==> config.mk <==
export PLATFORM = sky130hd
export DESIGN_NAME = jt7759_seq
export DESIGN_NICKNAME = d
export VERILOG_FILES = /design/src/rtl/jt7759_seq.sv
export SDC_FILE = /design/constraint.sdc
export NUM_CORES = 1
export LEC_CHECK = 0
export BUFFER_PORTS_ARGS = -buffer_cell sky130_fd_sc_hd__buf_2
export CORE_MARGIN = 2
export CORE_UTILIZATION = 52
export CTS_CLUSTER_DIAMETER = 60
export DETAILED_ROUTE_END_ITERATION = 8
export PLACE_DENSITY = 0.75
export SLEW_MARGIN = 10
export SYNTH_ARGS = -nofsm -noshare
export SYNTH_HDL_FRONTEND = slang
export SYNTH_SLANG_ARGS = --single-unit
==> constraint.sdc <==
create_clock -name clk -period 2.1 [get_ports clk]
set_clock_uncertainty 0.05 [all_clocks]
set_input_delay 0.21 -clock clk [delete_from_list [all_inputs] [get_ports clk]]
set_output_delay 0.21 -clock clk [all_outputs]
set_load 0.01 [all_outputs]
==> src/rtl/jt7759_seq.sv <==
// Play-request sequencer for a jt7759 in stand-alone mode: queues sample numbers,
// drives din/stn for each one and follows busyn until the sample finishes.
module jt7759_seq #(
    parameter int QW   = 2,
    parameter int STW  = 2,
    parameter int TOUT = 16
) (
    input  logic          clk,
    input  logic          rst,
    input  logic          cen,
    input  logic          req,
    input  logic [7:0]    req_code,
    input  logic          flush,
    output logic          full,
    output logic          empty,
    output logic [QW:0]   level,
    output logic          ovf,
    output logic          playing,
    output logic          done,
    output logic          tout,
    output logic          chip_cs,
    output logic          chip_mdn,
    output logic          chip_stn,
    output logic [7:0]    chip_din,
    input  logic          chip_busyn
);
    localparam int DEPTH = 1 << QW;

    typedef enum logic [2:0] {IDLE, LOAD, START, WAITB, PLAY, GAP} st_t;

    st_t            st_q, st_d;
    logic [7:0]     mem_q [DEPTH];
    logic [QW-1:0]  wr_q, rd_q;
    logic [QW:0]    lvl_q, lvl_d;
    logic [7:0]     cnt_q, cnt_d;
    logic [7:0]     din_q, din_d;
    logic           ovf_q, done_q, done_d, tout_q, tout_d;
    logic           pop, push, ovf_d;

    assign full     = (lvl_q == (QW+1)'(DEPTH));
    assign empty    = (lvl_q == '0);
    assign level    = lvl_q;
    assign ovf      = ovf_q;
    assign done     = done_q;
    assign tout     = tout_q;
    assign playing  = (st_q == START) || (st_q == WAITB) || (st_q == PLAY);
    assign chip_cs  = 1'b1;
    assign chip_mdn = 1'b1;
    assign chip_stn = (st_q != START);
    assign chip_din = din_q;

    // A pop frees a slot in the same cycle, so a push while full is still accepted.
    assign push  = req && !flush && (!full || pop);
    assign ovf_d = req && !flush && full && !pop;

    always_comb begin
        st_d   = st_q;
        cnt_d  = cnt_q;
        din_d  = din_q;
        done_d = 1'b0;
        tout_d = 1'b0;
        pop    = 1'b0;
        case (st_q)
            IDLE: if (!empty && !flush) begin
                pop   = 1'b1;
                din_d = mem_q[rd_q];
                cnt_d = '0;
                st_d  = LOAD;
            end
            LOAD: begin
                if (flush)    st_d = IDLE;
                else if (cen) begin
                    st_d  = START;
                    cnt_d = '0;
                end
            end
            START: begin
                if (flush) begin
                    st_d  = IDLE;
                    cnt_d = '0;
                end else if (cen) begin
                    if (cnt_q == 8'(STW - 1)) begin
                        st_d  = WAITB;
                        cnt_d = '0;
                    end else begin
                        cnt_d = cnt_q + 8'd1;
                    end
                end
            end
            // busyn low is checked first so it wins over a coincident timeout
            WAITB: if (cen) begin
                if (!chip_busyn) begin
                    st_d  = PLAY;
                    cnt_d = '0;
                end else if (cnt_q == 8'(TOUT - 1)) begin
                    tout_d = 1'b1;
                    st_d   = IDLE;
                    cnt_d  = '0;
                end else begin
                    cnt_d = cnt_q + 8'd1;
                end
            end
            PLAY: if (cen && chip_busyn) begin
                done_d = 1'b1;
                st_d   = GAP;
            end
            GAP:     if (cen) st_d = IDLE;
            default: st_d = IDLE;
        endcase
    end

    always_comb begin
        lvl_d = lvl_q;
        if (flush) lvl_d = '0;
        else begin
            case ({push, pop})
                2'b10:   lvl_d = lvl_q + 1'b1;
                2'b01:   lvl_d = lvl_q - 1'b1;
                default: lvl_d = lvl_q;
            endcase
        end
    end

    always_ff @(posedge clk) begin
        if (push) mem_q[wr_q] <= req_code;
    end

    always_ff @(posedge clk) begin
        if (rst) begin
            st_q   <= IDLE;
            wr_q   <= '0;
            rd_q   <= '0;
            lvl_q  <= '0;
            cnt_q  <= '0;
            din_q  <= '0;
            ovf_q  <= 1'b0;
            done_q <= 1'b0;
            tout_q <= 1'b0;
        end else begin
            st_q   <= st_d;
            lvl_q  <= lvl_d;
            cnt_q  <= cnt_d;
            din_q  <= din_d;
            ovf_q  <= ovf_d;
            done_q <= done_d;
            tout_q <= tout_d;
            if (flush) begin
                wr_q <= '0;
                rd_q <= '0;
            end else begin
                if (push) wr_q <= wr_q + 1'b1;
                if (pop)  rd_q <= rd_q + 1'b1;
            end
        end
    end
endmodule

Word-level counts from Yosys, hierarchy flattened

Memory sizes are Yosys's and may differ from the RTL's. A register that Yosys moved wholly into a read port is not among the register bits.
Index checks and enable logic that the tools add are counted.

Flip-flop bits (word level): 21
Bits in writable memories: 32
Input bits: 14
Word-level logic and storage cells: 91
Memories: 1

Memory list:

| memory | depth | bits a word | read ports | clocked after memory_dff | wr ports | RTL line | text |
|---|---|---|---|---|---|---|---|
| mem_q  | 4     | 8           | 1          | 1                        | 1        | 32       | `logic [7:0] mem_q [DEPTH];` |

Add/sub/neg operators: 5
Equality and inequality tests: 21
Mux-type cells: 29
Bitwise gates (word level): 4
Reductions and logical operators: 23

Operators with widths:

| kind                                                   | number |
|---|---|
| two-way mux 8 bit                                      | 9 |
| two-way mux 3 bit                                      | 11 |
| one-hot mux 8 bit (4 select lines)                     | 1 |
| one-hot mux 3 bit (6 select lines)                     | 1 |
| inequality test 2 bit (second input constant)          | 5 |
| equality test 3 bit (second input constant)            | 3 |
| inequality test 3 x 2 -> 1 bit (second input constant) | 3 |
| adder 8 x 1 -> 8 bit (second input constant)           | 1 |
| equality test 8 x 1 -> 1 bit (second input constant)   | 1 |
| equality test 8 x 4 -> 1 bit (second input constant)   | 1 |
| AND reduction 8 bit                                    | 1 |
| equality test 3 x 2 -> 1 bit (second input constant)   | 2 |
| logical AND 1 bit                                      | 6 |
| logical NOT 3 bit                                      | 2 |
| two-way mux 1 bit                                      | 6 |
| inequality test 3 bit (second input constant)          | 2 |
| one-hot mux 3 bit (2 select lines)                     | 1 |
| AND reduction 6 bit                                    | 1 |
| adder 2 x 1 -> 2 bit (second input constant)           | 2 |
| logical NOT 1 bit                                      | 4 |
| NOT 1 bit                                              | 4 |
| nonzero test 4 bit                                     | 1 |
| OR reduction 2 bit                                     | 2 |
| OR reduction 4 bit                                     | 1 |
| other kinds (9)                                        | 11 |

Longest topological paths before layout

Gate-level depths: netlist of run 1.

Word-level depth: 9
Mapped depth: 8

Least setup slack after synthesis of run 1

No wires, ideal clock.

Path kind: register to register
Start: reg st_q[2]
End: reg lvl_q[2], in the netlist level[2]
Arrival: 1.845 ns
Setup slack: 0.075 ns
Stages on the path, launching flop included: 9
Cell sequence: dfxtp_1 -> buf_6 -> nor3_1 -> and3_1 -> nand2b_1 -> fa_1 -> nor3_1 -> o21a_1 -> nor3_1

Longest elaborated chain between the ends: 6
Elaborated cells between the ends (all ways): 8
Classes of those cells: 2 x eq/ne; 2 x mux; 4 x reduce/logical

RTL lines:

| element                                                                         | RTL line | text |
|---|---|---|
| from (decl)                                                                     | 31       | `st_t st_q, st_d;` |
| from (signal assigned)                                                          | 140      | `st_q <= st_d;` |
| logical NOT 3 bit (*)                                                           | 63       | `case (st_q)` |
| two-way mux 1 bit (*)                                                           | 63       |  |
| logical OR 1 bit                                                                | 53       | `assign push = req && !flush && (!full \|\| pop);` |
| logical AND 1 bit                                                               | 53       |  |
| equality test 2 x 1 -> 1 bit / equality test 2 bit (equally long branches)      | 116      | `case ({push, pop})` |
| one-hot mux 3 bit (2 select lines) / nonzero test 2 bit (equally long branches) | n/a      |  |
| to (signal assigned)                                                            | 141      | `lvl_q <= lvl_d;` |
| to (decl)                                                                       | 34       | `logic [QW:0] lvl_q, lvl_d;` |

Every way passes the cells marked *; elsewhere a longest branch is shown, timed or not.
A chain may end at the register's enable or synchronous reset.

Worst setup path in the final report of run 1

Start: reg cnt_q[0]
End: reg st_q[0]

Longest elaborated chain between the ends: 3
Elaborated cells between the ends (all ways): 5
Classes of those cells: 4 x eq/ne; 1 x reduce/logical

RTL lines:

| element                                                                             | RTL line | text |
|---|---|---|
| from (decl)                                                                         | 35       | `logic [7:0] cnt_q, cnt_d;` |
| from (signal assigned)                                                              | 142      | `cnt_q <= cnt_d;` |
| equality test 8 x 4 -> 1 bit / equality test 8 x 1 -> 1 bit (equally long branches) | 95, 82   |  |
| inequality test 3 x 2 -> 1 bit (no source line)                                     | n/a      |  |
| AND reduction 8 bit (no source line) (*)                                            | n/a      |  |

Marks and branches as above.

==> results of run 1 <==
==> worst reg2reg max path: stages (launching register included) <==
cell and delay [ps]:
dfxtp_1 410, ha_1 210, and3_1 220, nand2_1 110, a21o_1 220, a211oi_2 240, mux2_2 360
==> where the power goes <==
group	switching, mW	total, mW	internal (mW)
sequential	0.0172	1.30	1.28
clock	0.487	1.04	0.551
combinational	0.174	0.316	0.142
total	0.678	2.65	1.97
==> layout by cell type (no fill, tap or decap), types with 2 or more instances in the layout <==
cell type   netlist  routed
nor2b_1           8       8
or2_2             2       2
nand2_1          26      26
edfxtp_1         32      32
a21oi_1          16      16
a32o_1            5       5
xnor2_1           4       4
or3_1             2       2
a21o_1            2       2
clkbuf_8          0       9
mux4_2            8       8
nand2b_1          3       3
buf_2             1      31
clkinv_4          0       3
buf_4             2       8
and3_1            6       6
nor2_1           16      16
conb_1            1       2
mux2_2            3       3
and2_1            4       4
nor3b_1           2       2
o21a_1            3       3
nor3_1            7       7
inv_1            10      10
dfxtp_1          29      29
o21ai_0          10      10
ha_1              6       6
clkinvlp_4        0       2
==> kinds of logic after synthesis <==
logic type	after synthesis	synth area share [%]
AND/OR/NAND/NOR	85	16.49
flip-flops	61	55.65
AO/OA/AOI/OAI	44	10.93
buffers and inverters	22	3.568
multiplexers	12	8.220
adder cells (fa/ha/maj)	7	3.433
XOR/XNOR	5	1.581
other	1	0.1354
==> flip-flops by register name, summed over array words and instances (netlist names) <==
register  flops
tout          1
chip_din      8
st_q          3
wr_q          2
level         3
done          1
ovf           1
mem_q        32
rd_q          2
cnt_q         8
==> metal layers <==
layer	up-vias	track usage (%)	part of all wire, %
met5	-	0	0
met1	911	23.45	47
met3	8	4.353	2.8
li1	927	-	-
met2	33	30.96	48
met4	0	9.107	1.8
==> stage by stage <==
step / hold WS, ps / setup WS, ps
CTS: 18.84 / 161.3
detailed placement: 377.5 / 195.3
global placement: 372.2 / 201.2
floorplan: 258.9 / 74.88
global route: 25.17 / 57.25
finish: 36.78 / 169.5
==> final cells by class <==
class | instances | area, um^2
multi-input combinational | 155 | 1134
timing repair buffer | 39 | 215.2
clock inverter | 7 | 76.32
clock buffer | 9 | 123.9
sequential | 61 | 1541
fill | 433 | 1924
tap | 70 | 87.58
inverter | 10 | 37.54
==> worst max-delay path by stage <==
stage                     to  depth (start not counted)  startpoint  slack [ps]
global placement    cnt_q[1]                          6     st_q[2]         200
global route         st_q[1]                          6    cnt_q[0]          60
floorplan           level[2]                          8     st_q[2]          70
detailed placement  cnt_q[1]                          6     st_q[2]         200
finish               st_q[0]                          6    cnt_q[0]         170
CTS                  st_q[0]                          6    cnt_q[0]         160
==> impl_metrics.csv, run 1 <==
group,metric,value,unit
run_status,status,"finished, final reports clean",
yosys,synth_top_area_share,34.69,%
pwr,ir_worst_vdd,523.0,uV
final_layout,final_area,0.003216,mm^2
place,placed_cells,335,
worst_setup_path,worstPathRequired,2270,ps
worst_setup_path,r2r_cells,6,
clock_tree,cts-root-buf,"clkbuf_8",
final_layout,final_cells,351,
yosys,synthArstFlopShare,0,%
clock_tree,cts_resized,0,
final_layout,nets,297,
clock_tree,htreeDepth,3,
yosys,netlist_instances,237,
worst_setup_path,rr_startpoint,"cnt_q[0]",
clock_tree,clockBufferDepth,2,
detailed_routing,wl,5.069,mm
detailed_routing,drc,0,
timing,fin_crit_sh,91.93,%
flow_run,max_cap_violations,0,
place,finalWeightedCongestion,0.8627,
detailed_routing,dr.first_iter.drc_count,113,
clock_tree,post-cts-setup-buffers,0,
clock_tree,cts_tree,"built",
timing,max_freq,0.5180,GHz
place,port_buffers,31,
timing,post-route-min-period,1931,ps
final_layout,drive_gt1_share,28.11,%
yosys,avgSynthCellArea,11.69,um^2
timing,grt_setup_unrepaired,"false",
worst_setup_path,worst_setup_path_end_kind,"register",
place,dpl_cell_area,0.003015,mm^2
global_routing,antenna_found_initial,0,
pwr,fin_total_pwr,2.652,mW
yosys,ys_top_cells_by_count,"edfxtp_1 (32), dfxtp_1 (29), nand2_1 (26)",
worst_hold_path,whs_endpoint,"mem_q[2][1]",
die,core_area,0.005140,mm^2
worst_hold_path,hold_path.class,"primary input to register",
yosys,synth_enable_flop_cells,32,
worst_setup_path,critPathLaunchType,"register",
final_layout,fin_util,62.56,%
worst_setup_path,critPathKind,"register to register",
detailed_routing,vias_per_cell,5.353,
yosys,yosys_warnings,0,
timing,maxSlewViolCount,0,
yosys,yosys-top-cells-area,"edfxtp_1 (35%), dfxtp_1 (21%), mux4_2 (6.5%), nand2_1 (3.5%), a21oi_1 (2.9%)",
die,start_util,53.89,%
worst_setup_path,timing.rr.end,"st_q[0]",
detailed_routing,final_antenna_net_count,0,
clock_tree,insertion_delay,340,ps
pwr,power_density,824.6,mW/mm^2
final_layout,area_delta_synth_final,16.08,%
die,die_w,76.99,um
yosys,synth_cell_types,48,
detailed_routing,drt_first_pass_iters,4,
detailed_routing,vias,1879,
timing,setup_viol,0,
clock_tree,numCtsBuffers,9,
place,dp_hpwl,3.491,mm
worst_hold_path,worstHoldPathCells,1,
pwr,p_leak,1.208,nW
detailed_routing,wl_per_cell,14.44,um
die,dieHeight,76.99,um
clock_tree,hold_buffers,0,
global_routing,grt_usage,18.80,%
yosys,synthFlopType,"edfxtp_1",
worst_setup_path,path_buf_inv,0,
yosys,syn_area,0.002770,mm^2
timing,hold_viol,0,
global_routing,overflow,0,
global_routing,grt_pass1_vias,1806,
clock_tree,clk_pin_slew,80,ps
die,die_area,0.005927,mm^2
global_routing,grt_max_degree,28,
yosys,synth_most_common_cell,"edfxtp_1",
timing,fin_tns_setup,0,ps
worst_setup_path,r2r_slack,170,ps
worst_setup_path,worstPathMaxFanout,5,
global_routing,grt_pass1_wl,8.487,mm
worst_setup_path,arrival,2100,ps
worst_hold_path,min_from,"req_code[1]",
worst_setup_path,slowest_stage,"dfxtp_1",
worst_setup_path,path_cells,"ha_1 > and3_1 > nand2_1 > a21o_1 > a211oi_2 > mux2_2",
final_layout,diodes,0,
yosys,yosysTopAreaCell,"edfxtp_1",
worst_setup_path,crit_family,"compound AO/OA/AOI/OAI gates",
die,std_cell_rows,26,
yosys,yosysSeqAreaShare,55.65,%
worst_setup_path,slowest_delay,410,ps
die,ios,34,
clock_tree,cts_sinks,61,
yosys,yosys_register_bits,61,
(Power assumes the default switching activity.)
==> run 2: changes to the inputs <==
--- a/config.mk
+++ b/config.mk
@@ -11,6 +11,7 @@
 export CTS_CLUSTER_DIAMETER = 60
 export DETAILED_ROUTE_END_ITERATION = 8
 export PLACE_DENSITY = 0.75
+export REMOVE_ABC_BUFFERS = 1
 export SLEW_MARGIN = 10
 export SYNTH_ARGS = -nofsm -noshare
 export SYNTH_HDL_FRONTEND = slang
==> run 2 against run 1 <==
  * Wire length is 3.4% lower
  * First-iteration DRC count is 35% lower
  * Clock power is 11% higher
  * Combinational power is 2% lower
  * Critical path type unchanged
  * Largest power group unchanged
  * Highest routed layer unchanged
==> impl_metrics.csv, run 2 (synthesized netlist as in run 1, its figures left out) <==
group,metric,value,unit
detailed_routing,drc,0,
worst_setup_path,worstPathRequired,2270,ps
worst_setup_path,r2r_cells,6,
place,dp_hpwl,3.397,mm
worst_hold_path,hold_path.class,"primary input to register",
final_layout,largest_register,"mem_q",
timing,post-route-min-period,1901,ps
timing,fin_tns_setup,0,ps
detailed_routing,vias,1892,
flow_run,max_cap_violations,0,
timing,max_freq,0.5259,GHz
detailed_routing,final_antenna_net_count,0,
worst_hold_path,whs_endpoint,"mem_q[0][5]",
worst_hold_path,worstHoldPathCells,1,
clock_tree,post-cts-setup-buffers,0,
global_routing,antenna_found_initial,0,
die,dieHeight,76.99,um
worst_setup_path,critPathKind,"register to register",
worst_setup_path,worst_setup_path_end_kind,"register",
clock_tree,cts_tree,"built",
clock_tree,insertion_delay,340,ps
die,start_util,53.89,%
die,die_w,76.99,um
worst_setup_path,r2r_slack,200,ps
final_layout,area_delta_synth_final,16.85,%
die,ios,34,
final_layout,diodes,0,
clock_tree,cts_sinks,61,
detailed_routing,wl_per_cell,13.95,um
worst_setup_path,critPathLaunchType,"register",
final_layout,largest_reg_flops,32,
die,core_area,0.005140,mm^2
worst_setup_path,timing.rr.end,"st_q[0]",
pwr,p_leak,1.220,nW
final_layout,drive_gt1_share,27.76,%
place,finalWeightedCongestion,0.8363,
run_status,status,"finished, final reports clean",
pwr,power_density,852.3,mW/mm^2
timing,maxSlewViolCount,0,
global_routing,overflow,0,
final_layout,nets,297,
clock_tree,cts-root-buf,"clkbuf_8",
final_layout,final_cell_mix,"edfxtp_1 (32), buf_2 (31), dfxtp_1 (29), nand2_1 (26)",
place,port_buffers,31,
final_layout,mostFrequentLayoutCell,"edfxtp_1",
global_routing,grt_pass1_vias,1817,
clock_tree,numCtsBuffers,9,
detailed_routing,vias_per_cell,5.390,
final_layout,fill_cells,427,
detailed_routing,wl,4.897,mm
timing,hold_viol,0,
die,die_area,0.005927,mm^2
worst_setup_path,arrival,2070,ps
die,std_cell_rows,26,
pwr,ir_worst_vdd,837.9,uV
detailed_routing,dr.first_iter.drc_count,74,
timing,setup_viol,0,
final_layout,multi_input_area,0.001134,mm^2
clock_tree,hold_buffers,0,
timing,grt_setup_unrepaired,"false",
timing,fin_crit_sh,90.54,%
clock_tree,clockBufferDepth,2,
clock_tree,clk_pin_slew,80,ps
global_routing,grt_max_degree,28,
final_layout,fin_util,62.97,%
worst_setup_path,rr_startpoint,"cnt_q[0]",
final_layout,ff_latch_area,0.001541,mm^2
global_routing,grt_usage,18.46,%
detailed_routing,drt_first_pass_iters,4,
worst_setup_path,worstPathMaxFanout,5,
global_routing,grt_pass1_wl,8.404,mm
worst_hold_path,min_from,"req_code[5]",
clock_tree,htreeDepth,3,
clock_tree,cts_resized,0,
==> run 2: worst max path at each step <==
stage,from,end,slack [ps],depth (start not counted)
5_1_grt,st_q[0],level[2],60,7
2_1_floorplan,st_q[0],level[2],-100,7
3_5_place_dp,level[2],cnt_q[6],210,5
6_report,cnt_q[0],st_q[0],200,6
3_3_place_gp,level[2],cnt_q[4],240,5
4_1_cts,level[2],cnt_q[6],190,5
==> run 2: cell type report <==
type                    instances  share of cell area, %
clock inverters                 7                  3.015
flip-flops and latches         61                  47.62
well taps                      70                  2.706
multi-input cells             155                  35.02
repair buffers                 39                  6.649
clock buffers                   9                  3.827
inverters                      10                  1.160
==> run 2: critical path, cell delays in order (launching register included) <==
cell	delay [ps]
dfxtp_1	390
ha_1	200
and3_1	220
nand2_1	110
a21o_1	210
a211oi_2	240
mux2_2	360
==> run 2: power breakdown <==
group | switching, mW | total (mW) | internal [mW]
clock network | 0.474 | 1.15 | 0.671
logic | 0.169 | 0.311 | 0.142
registers | 0.0217 | 1.30 | 1.28
==> run 2: per-layer routing <==
layer  global-route usage, %  routed length, um
met5                       0                  0
met4                   9.643                 91
met1                   22.31               2192
met3                   5.059                168
met2                   30.26               2444
==> run 2: metrics by stage <==
stage                     setup slack [ps]  power [mW]  instance area (um^2)  std cells  hold slack [ps]
after floorplan                     -101.7       1.520                  2713        226            229.1
after global placement               237.5       1.636                  3015        335            373.4
after detailed placement             205.3       1.641                  3015        335            376.3
after CTS                            193.3       2.788                  3237        351            13.61
after global routing                 63.27       2.882                  3237        351            22.98
final                                198.6       2.759                  3237        351            35.59
